**config.mk**
```make
export PLATFORM = sky130hd
export DESIGN_NAME = m2_irq_timer
export DESIGN_NICKNAME = d
export VERILOG_FILES = /design/src/rtl/m2_irq_timer_pkg.sv /design/src/rtl/m2_irq_timer_ch.sv /design/src/rtl/m2_irq_timer.sv
export SDC_FILE = /design/constraint.sdc
export NUM_CORES = 1
export LEC_CHECK = 0
export CORE_MARGIN = 1.5
export CORE_UTILIZATION = 35
export DETAILED_ROUTE_END_ITERATION = 6
export PLACE_DENSITY = 0.52
export SYNTH_ARGS = -nofsm -noshare
export SYNTH_HDL_FRONTEND = slang
export SYNTH_SLANG_ARGS = --single-unit
```
**constraint.sdc**
```tcl
create_clock -name m2 -period 8.6 [get_ports m2]
set_input_delay 1.29 -clock m2 [delete_from_list [all_inputs] [get_ports m2]]
set_output_delay 1.29 -clock m2 [all_outputs]
set_load 0.01 [all_outputs]
```
**src/rtl/m2_irq_timer_pkg.sv**
```systemverilog
// Shared definitions for the m2 CPU-cycle IRQ timer.
// Mode codes, register offsets and save-state slot numbers.
package m2_irq_timer_pkg;

    typedef enum logic [1:0] {
        TMR_LEGACY  = 2'd0,
        TMR_ONESHOT = 2'd1,
        TMR_RELOAD  = 2'd2,
        TMR_RSVD    = 2'd3
    } tmr_mode_e;

    localparam logic [1:0] TMR_CTRL   = 2'd0;
    localparam logic [1:0] TMR_RLD_LO = 2'd1;
    localparam logic [1:0] TMR_RLD_HI = 2'd2;
    localparam logic [1:0] TMR_ACK    = 2'd3;

    localparam logic [2:0] SS_CTRL   = 3'd0;
    localparam logic [2:0] SS_CTR_LO = 3'd1;
    localparam logic [2:0] SS_CTR_HI = 3'd2;
    localparam logic [2:0] SS_RLD_LO = 3'd3;
    localparam logic [2:0] SS_RLD_HI = 3'd4;

    function automatic logic [7:0] ctrl_byte(
        input logic      pend,
        input tmr_mode_e mode,
        input logic      en
    );
        return {pend, 4'b0000, mode, en};
    endfunction

endpackage

```
**src/rtl/m2_irq_timer_ch.sv**
```systemverilog
// One timer channel: counter, reload, enable, mode, pending flag.
// Ports: i_m2/i_rst_n clock+reset; i_we/i_off/i_wdat decoded reg
//  write; i_ss_* save-state access; o_* status bytes and o_pend.
module m2_irq_timer_ch
    import m2_irq_timer_pkg::*;
#(
    parameter int CW = 13
) (
    input  logic       i_m2,
    input  logic       i_rst_n,
    input  logic       i_ss_act,
    input  logic       i_we,
    input  logic [1:0] i_off,
    input  logic [7:0] i_wdat,
    input  logic       i_ss_we,
    input  logic [2:0] i_ss_slot,
    input  logic [7:0] i_ss_wdat,
    output logic [7:0] o_ctrl,
    output logic [7:0] o_ctr_lo,
    output logic [7:0] o_ctr_hi,
    output logic [7:0] o_rld_lo,
    output logic [7:0] o_rld_hi,
    output logic       o_pend
);

    logic [CW-1:0] r_ctr, w_ctr_nx;
    logic [CW-1:0] r_rld, w_rld_nx;
    logic          r_en, w_en_nx;
    logic          r_pend, w_pend_nx;
    tmr_mode_e     r_mode, w_mode_nx;
    logic          w_term;

    always_comb begin
        w_ctr_nx  = r_ctr;
        w_rld_nx  = r_rld;
        w_en_nx   = r_en;
        w_mode_nx = r_mode;
        w_pend_nx = r_pend;
        w_term    = 1'b0;
        if (i_ss_act) begin
            if (i_ss_we) begin
                case (i_ss_slot)
                    SS_CTRL: begin
                        w_pend_nx = i_ss_wdat[7];
                        w_mode_nx = tmr_mode_e'(i_ss_wdat[2:1]);
                        w_en_nx   = i_ss_wdat[0];
                    end
                    SS_CTR_LO: w_ctr_nx[7:0] = i_ss_wdat;
                    SS_CTR_HI: w_ctr_nx[CW-1:8] = i_ss_wdat[CW-9:0];
                    SS_RLD_LO: w_rld_nx[7:0] = i_ss_wdat;
                    SS_RLD_HI: w_rld_nx[CW-1:8] = i_ss_wdat[CW-9:0];
                    default: ;
                endcase
            end
        end else begin
            // Reload value is updated first so a same-edge reload
            // picks up the freshly written value.
            if (i_we && i_off == TMR_RLD_LO)
                w_rld_nx[7:0] = i_wdat;
            if (i_we && i_off == TMR_RLD_HI)
                w_rld_nx[CW-1:8] = i_wdat[CW-9:0];
            if (r_en) begin
                if (r_mode == TMR_LEGACY) begin
                    if (r_ctr[CW-1]) begin
                        w_term  = 1'b1;
                        w_en_nx = 1'b0;
                    end else begin
                        w_ctr_nx = r_ctr + CW'(1);
                    end
                end else if (r_ctr == '0) begin
                    w_term = 1'b1;
                    if (r_mode == TMR_RELOAD)
                        w_ctr_nx = w_rld_nx;
                    else
                        w_en_nx = 1'b0;
                end else begin
                    w_ctr_nx = r_ctr - CW'(1);
                end
            end
            if (w_term)
                w_pend_nx = 1'b1;
            // Register writes override the fields they touch.
            if (i_we) begin
                case (i_off)
                    TMR_CTRL: begin
                        w_en_nx   = i_wdat[0];
                        w_mode_nx = tmr_mode_e'(i_wdat[2:1]);
                        if (!i_wdat[0] &&
                            i_wdat[2:1] == TMR_LEGACY) begin
                            w_ctr_nx  = '0;
                            w_pend_nx = 1'b0;
                        end
                    end
                    TMR_RLD_HI: w_ctr_nx = w_rld_nx;
                    TMR_ACK: begin
                        if (!w_term)
                            w_pend_nx = 1'b0;
                    end
                    default: ;
                endcase
            end
        end
    end

    always_ff @(negedge i_m2 or negedge i_rst_n) begin
        if (!i_rst_n) begin
            r_ctr  <= '0;
            r_rld  <= '0;
            r_en   <= 1'b0;
            r_mode <= TMR_LEGACY;
            r_pend <= 1'b0;
        end else begin
            r_ctr  <= w_ctr_nx;
            r_rld  <= w_rld_nx;
            r_en   <= w_en_nx;
            r_mode <= w_mode_nx;
            r_pend <= w_pend_nx;
        end
    end

    assign o_ctrl   = ctrl_byte(r_pend, r_mode, r_en);
    assign o_ctr_lo = r_ctr[7:0];
    assign o_ctr_hi = 8'(r_ctr >> 8);
    assign o_rld_lo = r_rld[7:0];
    assign o_rld_hi = 8'(r_rld >> 8);
    assign o_pend   = r_pend;

endmodule

```
**src/rtl/m2_irq_timer.sv**
```systemverilog
// Multi-channel m2 IRQ timer: address decode, read muxes, irq OR.
// Ports: m2/map_rst_n; reg_we/addr/wdat/rdat CPU regs; irq_vec/irq;
//  ss_act/we/addr/wdat/rdat save-state access.
module m2_irq_timer
    import m2_irq_timer_pkg::*;
#(
    parameter int CH = 2,
    parameter int CW = 13
) (
    input  logic          m2,
    input  logic          map_rst_n,
    input  logic          reg_we,
    input  logic [4:0]    reg_addr,
    input  logic [7:0]    reg_wdat,
    output logic [7:0]    reg_rdat,
    output logic [CH-1:0] irq_vec,
    output logic          irq,
    input  logic          ss_act,
    input  logic          ss_we,
    input  logic [7:0]    ss_addr,
    input  logic [7:0]    ss_wdat,
    output logic [7:0]    ss_rdat
);

    logic [7:0] w_ctrl   [CH];
    logic [7:0] w_ctr_lo [CH];
    logic [7:0] w_ctr_hi [CH];
    logic [7:0] w_rld_lo [CH];
    logic [7:0] w_rld_hi [CH];

    for (genvar g = 0; g < CH; g++) begin : g_ch
        logic w_we, w_ss_we;
        assign w_we    = reg_we && !ss_act &&
                         reg_addr[4:2] == 3'(g);
        assign w_ss_we = ss_we && ss_act &&
                         ss_addr[7:3] == 5'(g);
        m2_irq_timer_ch #(.CW(CW)) u_ch (
            .i_m2      (m2),
            .i_rst_n   (map_rst_n),
            .i_ss_act  (ss_act),
            .i_we      (w_we),
            .i_off     (reg_addr[1:0]),
            .i_wdat    (reg_wdat),
            .i_ss_we   (w_ss_we),
            .i_ss_slot (ss_addr[2:0]),
            .i_ss_wdat (ss_wdat),
            .o_ctrl    (w_ctrl[g]),
            .o_ctr_lo  (w_ctr_lo[g]),
            .o_ctr_hi  (w_ctr_hi[g]),
            .o_rld_lo  (w_rld_lo[g]),
            .o_rld_hi  (w_rld_hi[g]),
            .o_pend    (irq_vec[g])
        );
    end

    always_comb begin
        reg_rdat = 8'hFF;
        for (int i = 0; i < CH; i++) begin
            if (reg_addr[4:2] == 3'(i)) begin
                case (reg_addr[1:0])
                    TMR_CTRL:   reg_rdat = w_ctrl[i];
                    TMR_RLD_LO: reg_rdat = w_rld_lo[i];
                    TMR_RLD_HI: reg_rdat = w_rld_hi[i];
                    default:    reg_rdat = w_ctr_lo[i];
                endcase
            end
        end
    end

    always_comb begin
        ss_rdat = 8'hFF;
        for (int i = 0; i < CH; i++) begin
            if (ss_addr[7:3] == 5'(i)) begin
                case (ss_addr[2:0])
                    SS_CTRL:   ss_rdat = w_ctrl[i];
                    SS_CTR_LO: ss_rdat = w_ctr_lo[i];
                    SS_CTR_HI: ss_rdat = w_ctr_hi[i];
                    SS_RLD_LO: ss_rdat = w_rld_lo[i];
                    SS_RLD_HI: ss_rdat = w_rld_hi[i];
                    default:   ss_rdat = 8'hFF;
                endcase
            end
        end
    end

    assign irq = |irq_vec;

endmodule

```
# Yosys cells after proc, flatten, opt, wreduce, memory -nomap -nowiden
# Index checks and enable logic that the tools add are counted.
# word_totals
word_cells	166
reg_bits	60
# classes
n_addsub	4
reduce_logical	38
eq_ne	18
muxes	92
# op_table
cell	n
$mux 13	22
$pmux 8 s5	2
$mux 8	8
$pmux 13 s2	2
$pmux 8 s3	2
$mux 1	42
$add 13x1->13 const B	2
$logic_not 13->1	2
$sub 13x1->13 const B	2
$mux 5	4
$reduce_and 2->1	10
$mux 2	8
$ne 2x1->1 const B	7
$logic_and 1x1->1	11
$eq 2x2->1 const B	4
$logic_not 2->1	4
$reduce_and 4->1	2
$eq 3x1->1 const B	2
$eq 3x2->1 const B	2
$logic_not 3->1	2
$reduce_bool 2->1	3
$eq 5x1->1 const B	1
$logic_not 5->1	1
$pmux 1 s2	2
other kinds (4)	5

# Logic depth before layout (Yosys ltp)
# logic_depth
word_depth	13
mapped_depth	11

# Hierarchy
# From an unflattened synthesis, not the netlist that was laid out.
# hier_totals
hier_cells	841
area_unflattened_um2	7175.6
# modules_own_cells
mod	area_per_inst_um2	seq_area_each_um2	cells_each	n_inst
m2_irq_timer_ch at g_ch[1].u_ch	2867.8	750.7	347	1
m2_irq_timer_ch at g_ch[0].u_ch	2862.7	750.7	345	1
m2_irq_timer	1445.1	0.0	149	1

==> implementation parameters <==
Parameter                              Value

Run status
  Status ... finished, final reports clean

Floorplan
  Die H ... 137 um
  Initial core utilization ... 0.361
  Core footprint ... 0.0174 mm2
  Ports ... 53
  Die Span X ... 137 um
  Overall die area ... 0.0188 mm2
  Num rows ... 48

Logic synthesis
  Fraction of post-synthesis cell area in the top cell type by area ... 0.239
  Summed instance area of the synthesized netlist ... 0.00628 mm2
  Average cell area after synthesis ... 7.53 um2
  Leading area contributor after synthesis ... dfrtn_1
  Post-synthesis mux area share ... 0.121
  Adder-cell share of the synthesized area ... 0.0159
  Flip-flop cell with the highest count after synthesis ... dfrtn_1
  Share of the synthesized area in compound gates (AO/OA/AOI/OAI) ... 0.305
  Synthesized-area fraction occupied by xor and xnor cells ... 0.0139
  Simple-gate area share of the yosys netlist ... 0.244
  Total nets after synthesis ... a little under 900
  Dominant combinational cell family by area after synthesis ... compound AO/OA/AOI/OAI gates
  Post-synth EDFFs ... 0
  Count of synthesis-stage warnings from yosys ... 0
  Biggest area contributors in the synthesized netlist ... dfrtn_1, mux2i_1, o21ai_0, nand2_1, nor2_1
  FFs w/ async S/R, synth ... 1.00
  Number of synthesized register bits ... 60
  Synthesized instance count ... 835
  Seq/Total Area, Yosys ... 0.239
  Unique cell type count in the Yosys netlist ... 77

Final layout
  Footprint of the multi-input gates ... 0.00440 mm2
  Highest-count cells in the layout ignoring fill and taps ... nand2_1, nor2_1, o21ai_0
  Post-Layout Inst Area ... ~0.0073 mm2
  Fillers ... 1810
  Most common cell after layout, fill and taps aside ... nand2_1
  Area added between synthesis and finish ... 16.5%
  Sequential cell area ... 0.00150 mm2
  # diodes ... 0
  Layout cell share with drive strength beyond 1 ... 0.0940
  Total number of nets in the final design ... 900

Timing
  Slew of the pin with the lowest slew margin ... approximately 1.1 ns
  Final setup vio count ... 0
  Setup Total Neg Slack ... 0 ns
  Setup repair after global routing missed its margin ... no
  Worst hold slack ... 0.547 ns
  Layout Skew ... 0.00565 ns
  Max-Slew Margin vs Limit ... 0.258
  Final Max Slew Viols ... 0
  Hold Violations, Final ... 0
  Worst path setup slack after routing ... 0.490 ns

Clock tree
  CTS H-Tree Depth ... 3
  Number of clock sinks ... 60
  Clock Latency Late Sink ... between 0.3 and 0.4 ns
  TritonCTS Buffers ... 9
  Root Driver ... clkbuf_16
  CTS Buffer Depth ... 2
  CTS Hold Buffers Added ... 0
  CTS clk-pin slew, worst paths ... 0.04 ns
  TritonCTS clock tree ... done
  Setup Fix Bufs, Post-CTS ... 0
  Number of gates resized after CTS ... 0

Global routing
  Most used routing layer in global routing ... met1
  Global-route wire length before repair ... 41300 um
  Pin count of the biggest net entering global routing ... 44
  Global-route met2 utilization ... 0.430
  Met1 Track Usage GR ... 0.432
  Number of global-route vias before repair ... between 6000 and 7000
  Met3 Usage GRT ... 0.0837
  GR Overflow Total ... 0
  Initial antenna violation count ... 0
  Overall global routing resource usage ... 0.298

Worst setup path
  Cells along the critical path ... clkdlybuf4s50_1 > inv_1 > ha_1 > nand2b_1 > and2_1 > o21ai_0 > o21ai_1 > a221o_1
  Delay-heaviest family, CP ... compound AO/OA/AOI/OAI gates
  Highest net fanout along the worst path ... 14
  Worst EP arrival ... roughly 4 ns
  Startpoint type of the worst setup path ... primary input
  Kind of critical path ... in2reg
  Slack of the worst reg-to-reg path ... 5.18 ns
  Max incr delay on CP ... 0.57 ns
  Required arrival time at the worst endpoint ... 4.49 ns
  Buffering stage count on the worst path with inverters included ... 2
  Master of the slowest instance on the critical path ... o21ai_0
  Nature of the critical path endpoint ... flip-flop

Routing
  Number of routed nets with antenna violations ... 0
  Drt total wl ... 27300 um
  # DRC ... 0
  Number of DRC markers after the initial detailed-route iteration ... 1096
  Via density per instance ... 6.72
  Number of iterations in the first detailed-routing pass ... 6
  Total via count after detailed routing ... 7306
  Average routed wire per standard cell ... 25.2 um

Placed design
  Worst slack at placement ... 0.208 ns
  Routability congestion estimate ... 0.935
  Sum of net half-perimeters after detailed placement ... 20500 um
  Placed Area ... 0.00703 mm2
  Quantity of I/O buffers inserted on ports ... 52

Run
  Max-capacitance violation count ... 0

Pwr
  Highest ir drop seen on vdd ... approximately 100 uV
  Total power per unit cell area ... 202 mW/mm2
  Leakage power summed over all cells ... approximately 0.0030 uW

Hold path
  Worst hold path class ... reg2reg
[metrics by stage]
step                      instances  utilization  total power, uW
after floorplan                 835            -              869
after global placement         1072        0.404             1090
after detailed placement       1072        0.404             1090
after global routing           1087        0.420             1550
after CTS                      1087        0.420             1460
final                          1087        0.420             1480
[worst register-to-register path, stage by stage (launching register included)]
cell and delay, ns:
dfrtn_1 0.41, buf_4 0.22, inv_1 0.11, ha_1 0.26
or4b_1 0.62, nor4_4 0.76, o21ai_1 0.35, a21oi_1 0.25
a211oi_1 0.07, a211o_1 0.23
[final cells by class]
class | count | share of cell area
Clock buffer | 14 | 0.0388
Clock inverter | 1 | 0.000683
Inverter | 21 | 0.0108
Multi-Input combinational cell | 679 | 0.601
Sequential cell | 60 | 0.205
Tap cell | 225 | 0.0384
Timing Repair Buffer | 87 | 0.106
[path summary, 6_finish.rpt]
check	from	endpoint	depth (start not counted)
min reg2reg	g_ch[1].u_ch.r_rld[7]	g_ch[1].u_ch.r_rld[7]	1
min in group asynchronous	map_rst_n	g_ch[0].u_ch.r_ctr[1]	1
min	g_ch[1].u_ch.r_rld[7]	g_ch[1].u_ch.r_rld[7]	1
max in group asynchronous	map_rst_n	g_ch[1].u_ch.r_ctr[4]	2
max	reg_addr[0]	g_ch[1].u_ch.r_ctr[1]	8
max reg2reg	g_ch[1].u_ch.r_ctr[0]	g_ch[1].u_ch.r_ctr[3]	9
[cell families (layout without fill, tap and decap cells)]
kind of cell               Yosys count  after routing
and+or+nand+nor                    306            306
xor gates and xnor gates            10             10
muxes                               70             70
adders and majority gates            8              8
buffers and inverters               96            123
AOI/OAI and AO/OA                  285            285
DFF                                 60             60
[per-layer routing]
layer	wire [um]	part of all wire
met3	3230	0.12
met5	0	0
met1	12000	0.44
met2	11400	0.42
met4	699	0.026
[cell usage after synthesis (all sizes together), types with 7 or more instances]
library cell / instances
inv: 21
a21oi: 48
o211ai: 8
ha: 8
nand4: 16
a22oi: 27
a221oi: 8
nor4: 7
nand3: 27
and2: 9
buf: 15
xnor2: 8
o22ai: 12
o21ai: 84
a21boi: 7
a31oi: 10
nand2: 100
nor2: 79
dfrtn: 60
or3: 10
a221o: 18
clkbuf: 60
mux2: 7
nor3: 15
nor2b: 9
mux2i: 59
[state kept, by name, indices dropped and copies added, names as in the netlist]
signal / cells
g_ch.u_ch.o_pend: 2
g_ch.u_ch.r_en: 2
g_ch.u_ch.r_mode: 4
g_ch.u_ch.r_rld: 26
g_ch.u_ch.r_ctr: 26
[where the power goes]
part / switching (uW) / total [uW] / internal, uW / leakage (uW)
logic: 349 / 597 / 248 / 0.00208
clock network: 136 / 361 / 225 / 0.000145
registers: 165 / 519 / 354 / 0.000725
(Power assumes the default switching activity.)
